[config.mk]
export PLATFORM = sky130hd
export DESIGN_NAME = switch_mcu_regfile_ctrl
export DESIGN_NICKNAME = d
export VERILOG_FILES = /design/src/rtl/switch_mcu_regfile_ctrl.sv
export SDC_FILE = /design/constraint.sdc
export NUM_CORES = 1
export LEC_CHECK = 0
export BUFFER_PORTS_ARGS = -buffer_cell sky130_fd_sc_hd__buf_2
export CORE_MARGIN = 2
export CORE_UTILIZATION = 48
export DETAILED_ROUTE_END_ITERATION = 16
export GPL_TIMING_DRIVEN = 0
export MAX_ROUTING_LAYER = met4
export PLACE_DENSITY = 0.88
export SETUP_SLACK_MARGIN = 0.2
export SLEW_MARGIN = 30
export SYNTH_ARGS = -nofsm -noshare
export SYNTH_HDL_FRONTEND = slang
export SYNTH_SLANG_ARGS = --single-unit
[constraint.sdc]
create_clock -name in_clk -period 2.76 [get_ports in_clk]
set_input_delay 0.138 -clock in_clk [delete_from_list [all_inputs] [get_ports in_clk]]
set_output_delay 0.138 -clock in_clk [all_outputs]
set_load 0.005 [all_outputs]
[src/rtl/switch_mcu_regfile_ctrl.sv]
// -----------------------------------------------------------------------------
// switch_mcu_regfile_ctrl
//
// Access controller for the MCU 32x32 register file (one write port, two
// registered read ports with 1-cycle latency).
//   - Arbitrates the single write port between ALU writeback (WB) and load
//     returns (LD). WB wins by default; an LD refused STARVE_MAX times in a
//     row is given priority for its next attempt.
//   - Keeps a load scoreboard (busy) that is set when a load issues and cleared
//     when that load's data reaches the register file.
//   - Sequences decode operand reads, refusing them while a source register
//     has an outstanding load, a registered write in flight, or a write being
//     accepted in the same cycle, so decode never observes a stale value.
//
// Ports:
//   in_clk, in_rst            clock, asynchronous active-low reset
//   in_wb_* / out_wb_ready    WB write request and same-cycle accept
//   in_ld_* / out_ld_ready    load-return write request and same-cycle accept
//   in_iss_* / out_iss_stall  instruction issue and WAW hold
//   in_rd_req, in_rs*         decode operand read request
//   out_rd_stall              read refused this cycle
//   out_rdata_valid           register-file read data valid (cycle after issue)
//   out_rf_w*                 registered write port to the register file
//   out_rf_ren_*/raddr_*      read-port enables and addresses
//   out_busy                  scoreboard vector (debug)
// -----------------------------------------------------------------------------
module switch_mcu_regfile_ctrl #(
  parameter int unsigned STARVE_MAX = 32'd4
) (
  input  logic        in_clk,
  input  logic        in_rst,
  input  logic        in_wb_valid,
  input  logic [4:0]  in_wb_addr,
  input  logic [31:0] in_wb_data,
  output logic        out_wb_ready,
  input  logic        in_ld_valid,
  input  logic [4:0]  in_ld_addr,
  input  logic [31:0] in_ld_data,
  output logic        out_ld_ready,
  input  logic        in_iss_valid,
  input  logic [4:0]  in_iss_rd,
  input  logic        in_iss_is_load,
  output logic        out_iss_stall,
  input  logic        in_rd_req,
  input  logic [4:0]  in_rs1,
  input  logic        in_rs1_en,
  input  logic [4:0]  in_rs2,
  input  logic        in_rs2_en,
  output logic        out_rd_stall,
  output logic        out_rdata_valid,
  output logic        out_rf_wen,
  output logic [4:0]  out_rf_waddr,
  output logic [31:0] out_rf_wdata,
  output logic        out_rf_ren_1,
  output logic [4:0]  out_rf_raddr_1,
  output logic        out_rf_ren_2,
  output logic [4:0]  out_rf_raddr_2,
  output logic [31:0] out_busy
);

  localparam logic [3:0] STARVE_MAX_C = STARVE_MAX[3:0];

  // Read hazard on one source: enabled non-x0 source that is awaiting a load,
  // has a registered write in flight, or is being written by this cycle's accept.
  function automatic logic src_hazard(
    input logic        en,
    input logic [4:0]  src,
    input logic [31:0] busy,
    input logic        pend_wen,
    input logic [4:0]  pend_addr,
    input logic        acc,
    input logic [4:0]  acc_addr
  );
    src_hazard = en & (src != 5'd0) &
                 (busy[src] | (pend_wen & (pend_addr == src)) | (acc & (acc_addr == src)));
  endfunction

  logic [3:0]  starve_cnt_r;
  logic        prio_s;
  logic        wb_acc_s;
  logic        ld_acc_s;
  logic        acc_s;
  logic [4:0]  acc_addr_s;
  logic [31:0] acc_data_s;

  logic        rf_wen_r;
  logic [4:0]  rf_waddr_r;
  logic [31:0] rf_wdata_r;
  logic        rf_src_ld_r;

  logic [31:0] busy_r;
  logic [31:0] busy_nxt_s;
  logic        iss_set_s;
  logic        ld_clr_s;

  logic        haz1_s;
  logic        haz2_s;
  logic        rd_issue_s;
  logic        rdata_valid_r;

  // Write-port arbitration: WB by default, LD once it has been starved long enough.
  always_comb begin
    prio_s   = (starve_cnt_r == STARVE_MAX_C);
    wb_acc_s = 1'b0;
    ld_acc_s = 1'b0;
    if (prio_s) begin
      ld_acc_s = in_ld_valid;
      wb_acc_s = in_wb_valid & ~in_ld_valid;
    end else begin
      wb_acc_s = in_wb_valid;
      ld_acc_s = in_ld_valid & ~in_wb_valid;
    end
    acc_s = wb_acc_s | ld_acc_s;
    if (ld_acc_s) begin
      acc_addr_s = in_ld_addr;
      acc_data_s = in_ld_data;
    end else begin
      acc_addr_s = in_wb_addr;
      acc_data_s = in_wb_data;
    end
  end

  assign out_wb_ready = wb_acc_s;
  assign out_ld_ready = ld_acc_s;

  // Starvation counter: counts refused LD cycles, saturates, clears on LD accept.
  always_ff @(posedge in_clk or negedge in_rst) begin
    if (!in_rst) begin
      starve_cnt_r <= 4'd0;
    end else if (ld_acc_s) begin
      starve_cnt_r <= 4'd0;
    end else if (in_ld_valid && (starve_cnt_r != STARVE_MAX_C)) begin
      starve_cnt_r <= starve_cnt_r + 4'd1;
    end else begin
      starve_cnt_r <= starve_cnt_r;
    end
  end

  // Registered write port; x0 writes are accepted but never enabled.
  always_ff @(posedge in_clk or negedge in_rst) begin
    if (!in_rst) begin
      rf_wen_r    <= 1'b0;
      rf_waddr_r  <= 5'd0;
      rf_wdata_r  <= 32'd0;
      rf_src_ld_r <= 1'b0;
    end else if (acc_s && (acc_addr_s != 5'd0)) begin
      rf_wen_r    <= 1'b1;
      rf_waddr_r  <= acc_addr_s;
      rf_wdata_r  <= acc_data_s;
      rf_src_ld_r <= ld_acc_s;
    end else begin
      rf_wen_r    <= 1'b0;
      rf_waddr_r  <= 5'd0;
      rf_wdata_r  <= 32'd0;
      rf_src_ld_r <= 1'b0;
    end
  end

  assign out_rf_wen   = rf_wen_r;
  assign out_rf_waddr = rf_waddr_r;
  assign out_rf_wdata = rf_wdata_r;

  // An issuing instruction whose destination awaits a load must hold (no WAW).
  assign out_iss_stall = in_iss_valid & busy_r[in_iss_rd];
  assign iss_set_s     = in_iss_valid & in_iss_is_load & ~out_iss_stall & (in_iss_rd != 5'd0);
  assign ld_clr_s      = rf_wen_r & rf_src_ld_r;

  // Scoreboard next state: set beats clear on the same register, x0 never busy.
  always_comb begin
    busy_nxt_s = 32'd0;
    for (int i = 1; i < 32; i++) begin
      busy_nxt_s[i] = (iss_set_s & (in_iss_rd == 5'(i))) |
                      (busy_r[i] & ~(ld_clr_s & (rf_waddr_r == 5'(i))));
    end
  end

  // Scoreboard register.
  always_ff @(posedge in_clk or negedge in_rst) begin
    if (!in_rst) begin
      busy_r <= 32'd0;
    end else begin
      busy_r <= busy_nxt_s;
    end
  end

  assign out_busy = busy_r;

  assign haz1_s       = src_hazard(in_rs1_en, in_rs1, busy_r, rf_wen_r, rf_waddr_r, acc_s, acc_addr_s);
  assign haz2_s       = src_hazard(in_rs2_en, in_rs2, busy_r, rf_wen_r, rf_waddr_r, acc_s, acc_addr_s);
  assign out_rd_stall = in_rd_req & (haz1_s | haz2_s);
  assign rd_issue_s   = in_rd_req & ~out_rd_stall;

  assign out_rf_ren_1   = rd_issue_s & in_rs1_en;
  assign out_rf_raddr_1 = rd_issue_s ? in_rs1 : 5'd0;
  assign out_rf_ren_2   = rd_issue_s & in_rs2_en;
  assign out_rf_raddr_2 = rd_issue_s ? in_rs2 : 5'd0;

  // Read data valid tracks the register file's 1-cycle read register.
  always_ff @(posedge in_clk or negedge in_rst) begin
    if (!in_rst) begin
      rdata_valid_r <= 1'b0;
    end else begin
      rdata_valid_r <= rd_issue_s;
    end
  end

  assign out_rdata_valid = rdata_valid_r;

endmodule

==> results of run 1 <==
==> cells by family after synthesis <==
group	after synthesis
AO/OA/AOI/OAI	134
XOR/XNOR	16
adder cells (fa/ha/maj)	2
buffers and inverters	49
flip-flops	75
multiplexers	34
other	1
AND/OR/NAND/NOR	180
==> layer usage <==
metal	vias up	track usage, %	routed length [µm]
li1	2177	-	-
met1	2354	39.1	5950
met2	311	48.0	7810
met3	51	5.80	1340
met4	0	11.2	411
met5	-	-	0
==> layout make-up <==
cell class / instances / area [µm²]
buffer: 34 / 179
clock buffer: 10 / 138
clock inverter: 6 / 46.3
fill: 756 / 3110
inverter: 15 / 58.8
multi-input combinational: 367 / 2570
sequential: 75 / 1880
tap: 129 / 161
timing repair buffer: 194 / 1110
==> sequential cells by signal (all words and copies together) (netlist names) <==
name and cells:
starve_cnt_r 4, out_busy 31, rf_src_ld_r 1, out_rf_wdata 32, out_rf_wen 1, out_rf_waddr 5
out_rdata_valid 1
==> cells in the final DEF (no fill, tap or decap), types with 5 or more instances in the layout <==
cell type / Yosys / routed
nor2b_1: 8 / 8
buf_2: 9 / 174
dlygate4sd3_1: 0 / 7
nand2_1: 91 / 91
xnor2_1: 7 / 7
o21ai_0: 56 / 56
a21oi_1: 41 / 41
xor2_1: 9 / 9
nor2_1: 17 / 17
nand3_1: 13 / 12
inv_1: 14 / 12
and3_4: 0 / 10
mux2i_1: 10 / 10
nor3_1: 5 / 5
buf_4: 2 / 12
mux4_2: 18 / 18
nand2b_1: 8 / 8
clkbuf_8: 0 / 10
dfrtp_1: 75 / 75
clkbuf_1: 19 / 19
o21ai_1: 5 / 5
buf_6: 2 / 13
==> critical path, cell delays in order, from the launching register on <==
cell      delay (ns)
dfrtp_1         0.37
inv_2           0.06
ha_4            0.15
and3b_2         0.25
o211ai_1        0.26
a21oi_1         0.11
or4b_4          0.51
o311ai_4        0.25
a32oi_2         0.18
buf_4           0.18
and3_4          0.18
buf_6           0.11
==> path summary, 6_finish.rpt <==
kind | endpoint | start | slack [ns]
max in group asynchronous | out_rf_wdata[11] | in_rst | 1.87
hold / removal | out_rf_wdata[19] | in_ld_data[19] | 0.004
min in group asynchronous | out_busy[26] | in_rst | 0.31
setup reg to reg | out_rdata_valid | starve_cnt_r[0] | 0.07
setup / recovery | out_rf_raddr_2[1] | starve_cnt_r[0] | -0.34
hold reg to reg | starve_cnt_r[2] | starve_cnt_r[2] | 0.57
==> metrics by stage <==
stage | power (W) | hold WS, ns | cells | instance area, µm² | utilization [%]
CTS | 0.00320 | 0.00114 | 825 | 6020 | 65.1
global placement | 0.00231 | 0.372 | 796 | 5590 | 60.5
global route | 0.00341 | 0.00106 | 830 | 6130 | 66.4
floorplan | 0.00190 | -0.158 | 491 | 4550 | -
finish | 0.00324 | 0.00436 | 830 | 6130 | 66.4
detailed placement | 0.00235 | 0.155 | 797 | 5620 | 60.8
==> power by group <==
| group | switching (W) | internal, W | leakage, nW |
|---|---|---|---|
| registers | 0.000178 | 0.00125 | 0.870 |
| logic | 0.000497 | 0.000511 | 1.81 |
| clock network | 0.000446 | 0.000357 | 0.0893 |
==> repair_timing <==
item	in CTS	in global routing
buffers inserted	5	4
pin swaps	10	6
gates resized for setup	24	14
endpoints found under the setup margin	14	16
cloned	1	0
hold endpoints to repair	43	1
hold buffers	6	1
==> results.toml, run 1 <==
[floorplan]
die_w_um = 101
ios = 185
die_h_um = 101
dieArea_mm2 = 0.0103
coreArea_mm2 = 0.00924
num_rows = 35
initial_core_util_pct = 49.2

[routing]
wl_per_cell_um = 18.7
post-route-drc-count = 0
postRouteAntennaNets = 0
finalWirelength_mm = 15.5
via_per_inst = 5.90
vias = 4893
firstDrtPassIters = 5
drtIter0Drc = 458

[synthesis]
synth_top_area_cell = "dfrtp_1"
syn_nets = 591
synthCells = 491
ys_ff_latch = 75
synth-edff-count = 0
synthXorXnorAreaFrac_pct = 3.08
synth-seq-area-share_pct = 41.2
yosysUniqueCellTypes = 65
synth_compound_area_share_pct = 17.3
synth.most_common_cell = "nand2_1"
async_flop_share_pct = 100
synth_adder_area_share_pct = 0.550
synth_top_area_share_pct = 41.2
synthMuxAreaShare_pct = 13.6
synth_common_cells = "91 x nand2_1, 75 x dfrtp_1, 56 x o21ai_0, 41 x a21oi_1, 19 x clkbuf_1"
avgSynthCellArea_um2 = 9.27
synth_area_mm2 = 0.00455
synth_top_family_by_area = "simple AND/OR/NAND/NOR gates"
synth_top_flop_cell = "dfrtp_1"
ys_top_cells_by_area = "dfrtp_1 41%, mux4_2 8.9%, nand2_1 7.5%"
ys_warn_count = 0
synthSimpleGateAreaFrac_pct = 19.1

[sta]
clock-skew-final_ns = 0.00957
finalSetupTns_ns = -4.19
grt_setup_unrepaired = "yes"
period_needed_ns = 3.10
fin_crit_sh_pct = 112
final.setup.worst_slack_ns = -0.342
tightest_slew_ns = 0.693
finalMaxSlewViolations = 0
hold_viol = 0
max_freq_mhz = 322
slew_headroom_pct = 53.8
setup_viol = 13

[global_route]
grt_pass1_vias = 4667
grt_first_pass_wirelength_mm = 23.3
grt_start_max_net_pins = 41
antenna_found_initial = 0
grt_use_total_pct = 30.4
overflow = 0

[place]
gp_congestion = 0.946
pre_cts_ws_ns = -0.133
hpwl_mm = 11.3
port_buffers = 176

[hold_path]
hold_path_class = "in -> reg"
holdPathStages = 3

[power]
cellLeakagePower_nw = 2.77
ir_drop_mv = 0.370
power_density_mw_per_mm2 = 528

[run_status]
status = "finished, violations left"
failed_checks = "setup timing"

[worst_setup_path]
path_class = "reg -> out"
crit_path_start_kind = "flip-flop"
cp-end-kind = "output pin"
r2r_cells = 11
crit_path_max_fanout = 5
critPathRequiredTime_ns = 2.62
critPathArrivalTime_ns = 2.96

[clock_network]
tritoncts = "yes"
cts.sinks = 75
cts_max_path_buffers = 2
cts_root_buffer = "clkbuf_8"
clk_latency_ns = 0.35
clk_pin_slew_ns = 0.09
cts_htree_levels = 3
numCtsBuffers = 9

[job]
maxCapViolations = 0

[layout]
drive_above_1_share_pct = 38.1
areaGrowthSynthToFinish_pct = 34.8
antenna_cells = 0
nNetsFinal = 796
(Power assumes the default switching activity.)
==> run 2, diff against run 1 <==
--- a/config.mk
+++ b/config.mk
@@ -6,12 +6,14 @@
 export NUM_CORES = 1
 export LEC_CHECK = 0
 export BUFFER_PORTS_ARGS = -buffer_cell sky130_fd_sc_hd__buf_2
+export CELL_PAD_IN_SITES_DETAIL_PLACEMENT = 0
+export CELL_PAD_IN_SITES_GLOBAL_PLACEMENT = 1
 export CORE_MARGIN = 2
-export CORE_UTILIZATION = 48
+export CORE_UTILIZATION = 36
 export DETAILED_ROUTE_END_ITERATION = 16
 export GPL_TIMING_DRIVEN = 0
 export MAX_ROUTING_LAYER = met4
-export PLACE_DENSITY = 0.88
+export PLACE_DENSITY = 0.9
 export SETUP_SLACK_MARGIN = 0.2
 export SLEW_MARGIN = 30
 export SYNTH_ARGS = -nofsm -noshare
==> run 2 against run 1 <==
The flow still finishes with violations (setup timing); register-to-register slack improved by 0.15 ns; critical path depth did not move; maximum frequency rose by 1.5%; design area rose by 0.82%; via count fell by 3.1%; final cell count rose by 4.1%.
==> results.toml, run 2 (same netlist as run 1, synthesis figures left out) <==
[place]
port_buffers = 176
placed_area_mm2 = 0.00567
placed_cells = 840
hpwl_mm = 11.9
gp_congestion = 0.930

[routing]
finalWirelength_mm = 15.7
post-route-drc-count = 0
wl_per_cell_um = 18.2
via_per_inst = 5.49
postRouteAntennaNets = 0
drtIter0Drc = 328
firstDrtPassIters = 5
vias = 4741

[global_route]
grt_start_max_net_pins = 43
antenna_found_initial = 0
grt_use_met1_pct = 31.3
grt_use_met3_pct = 3.32
use_met2_pct = 37.2
grt_first_pass_wirelength_mm = 23.8
overflow = 0
grt_busiest_layer = "met2"
grt_use_total_pct = 23.7
grt_pass1_vias = 4581

[job]
maxCapViolations = 0

[floorplan]
die_w_um = 116
die_h_um = 116
num_rows = 41
coreArea_mm2 = 0.0125
ios = 185
dieArea_mm2 = 0.0136
initial_core_util_pct = 36.5

[sta]
fin_crit_sh_pct = 111
setup_viol = 13
slew_headroom_pct = 57.4
hold_viol = 0
max_freq_mhz = 327
grt_setup_unrepaired = "yes"
tightest_slew_ns = 0.639
final.setup.worst_slack_ns = -0.297
period_needed_ns = 3.06
finalMaxSlewViolations = 0
clock-skew-final_ns = 0.00563

[run_status]
status = "finished, violations left"
failed_checks = "setup timing"

[layout]
drive_above_1_share_pct = 37.7
layout.cells.non_filler = 864
antenna_cells = 0
areaGrowthSynthToFinish_pct = 35.9
mostFrequentLayoutCell = "buf_2"
stdcell_area_mm2 = 0.00618
nFillCells = 1170
final_cell_mix = "175 x buf_2, 91 x nand2_1, 75 x dfrtp_1, 56 x o21ai_0, 41 x a21oi_1"
nNetsFinal = 787
largest_reg_flops = 32

[power]
power_density_mw_per_mm2 = 571
fin_total_pwr_w = 0.00353
cellLeakagePower_nw = 2.77
ir_drop_mv = 0.292

[worst_setup_path]
critPathArrivalTime_ns = 2.92
path_class = "reg -> out"
critPathRequiredTime_ns = 2.62
crit_path_start_kind = "flip-flop"
cp-end-kind = "output pin"
crit_path_max_fanout = 5

[clock_network]
cts_root_buffer = "clkbuf_16"
clk_pin_slew_ns = 0.06
numCtsBuffers = 9
clk_latency_ns = 0.34
cts_htree_levels = 3
cts_max_path_buffers = 2
tritoncts = "yes"
cts.sinks = 75

[hold_path]
hold_path_class = "in -> reg"
run 2: what timing repair did:
item,in CTS,in global routing
hold buffers,1,0
endpoints found under the hold margin,41,0
gates resized for setup,26,9
pin swaps,11,5
endpoints found under the setup margin,14,17
cloned,1,0
setup buffers,4,2
run 2: path summary, 6_finish.rpt:
path                                endpoint  slack (ns)       startpoint  depth (start not counted)
setup reg to reg             out_rdata_valid        0.22  starve_cnt_r[0]                         10
min in group asynchronous       out_busy[11]        0.34           in_rst                          2
hold / removal              out_rf_wdata[31]        0.03   in_ld_data[31]                          3
max in group asynchronous   out_rf_wdata[18]        1.83           in_rst                          3
setup / recovery           out_rf_raddr_1[0]       -0.30  starve_cnt_r[0]                         11
hold reg to reg              starve_cnt_r[2]        0.56  starve_cnt_r[2]                          1
run 2: worst max-delay path, stage by stage (launching register included):
cell      delay, ns
dfrtp_1        0.37
inv_2          0.06
ha_4           0.15
and3b_2        0.25
o211ai_1       0.27
a21oi_1        0.11
or4b_4         0.51
o311ai_4       0.24
a32oi_2        0.17
buf_4          0.18
and3_4         0.17
buf_6          0.11
run 2: per-layer routing:
metal | wire, µm | up-vias
met4 | 326 | 0
met3 | 873 | 27
met1 | 6610 | 2353
li1 | - | 2159
met5 | 0 | -
met2 | 7900 | 202
run 2: where the power goes:
part           internal, W  leakage [nW]  switching [W]
clock network     0.000655         0.135       0.000463
logic             0.000498          1.77       0.000485
registers          0.00125         0.870       0.000174
total              0.00241          2.77        0.00112
run 2: cell type report:
class                      instances  area, µm²  share of cell area, %
multi-input combinational        367       2550                   41.3
sequential                        75       1880                   30.3
inverter                          15       58.8                  0.951
clock inverter                     4       25.0                  0.405
tap                              172        215                   3.48
clock buffer                      12        256                   4.15
timing repair buffer             185       1020                   16.5
buffer                            34        179                   2.89
run 2: stage by stage:
step	hold WS, ns	setup TNS, ns	setup slack, ns	util [%]
finish	0.0336	-3.57	-0.297	49.6
global route	0.0344	-4.61	-0.371	49.6
CTS	0.0197	-4.54	-0.372	49.1
detailed placement	0.171	-1.22	-0.144	45.5
global placement	0.373	-0.685	-0.0796	45.3
floorplan	-0.158	0	0.277	-
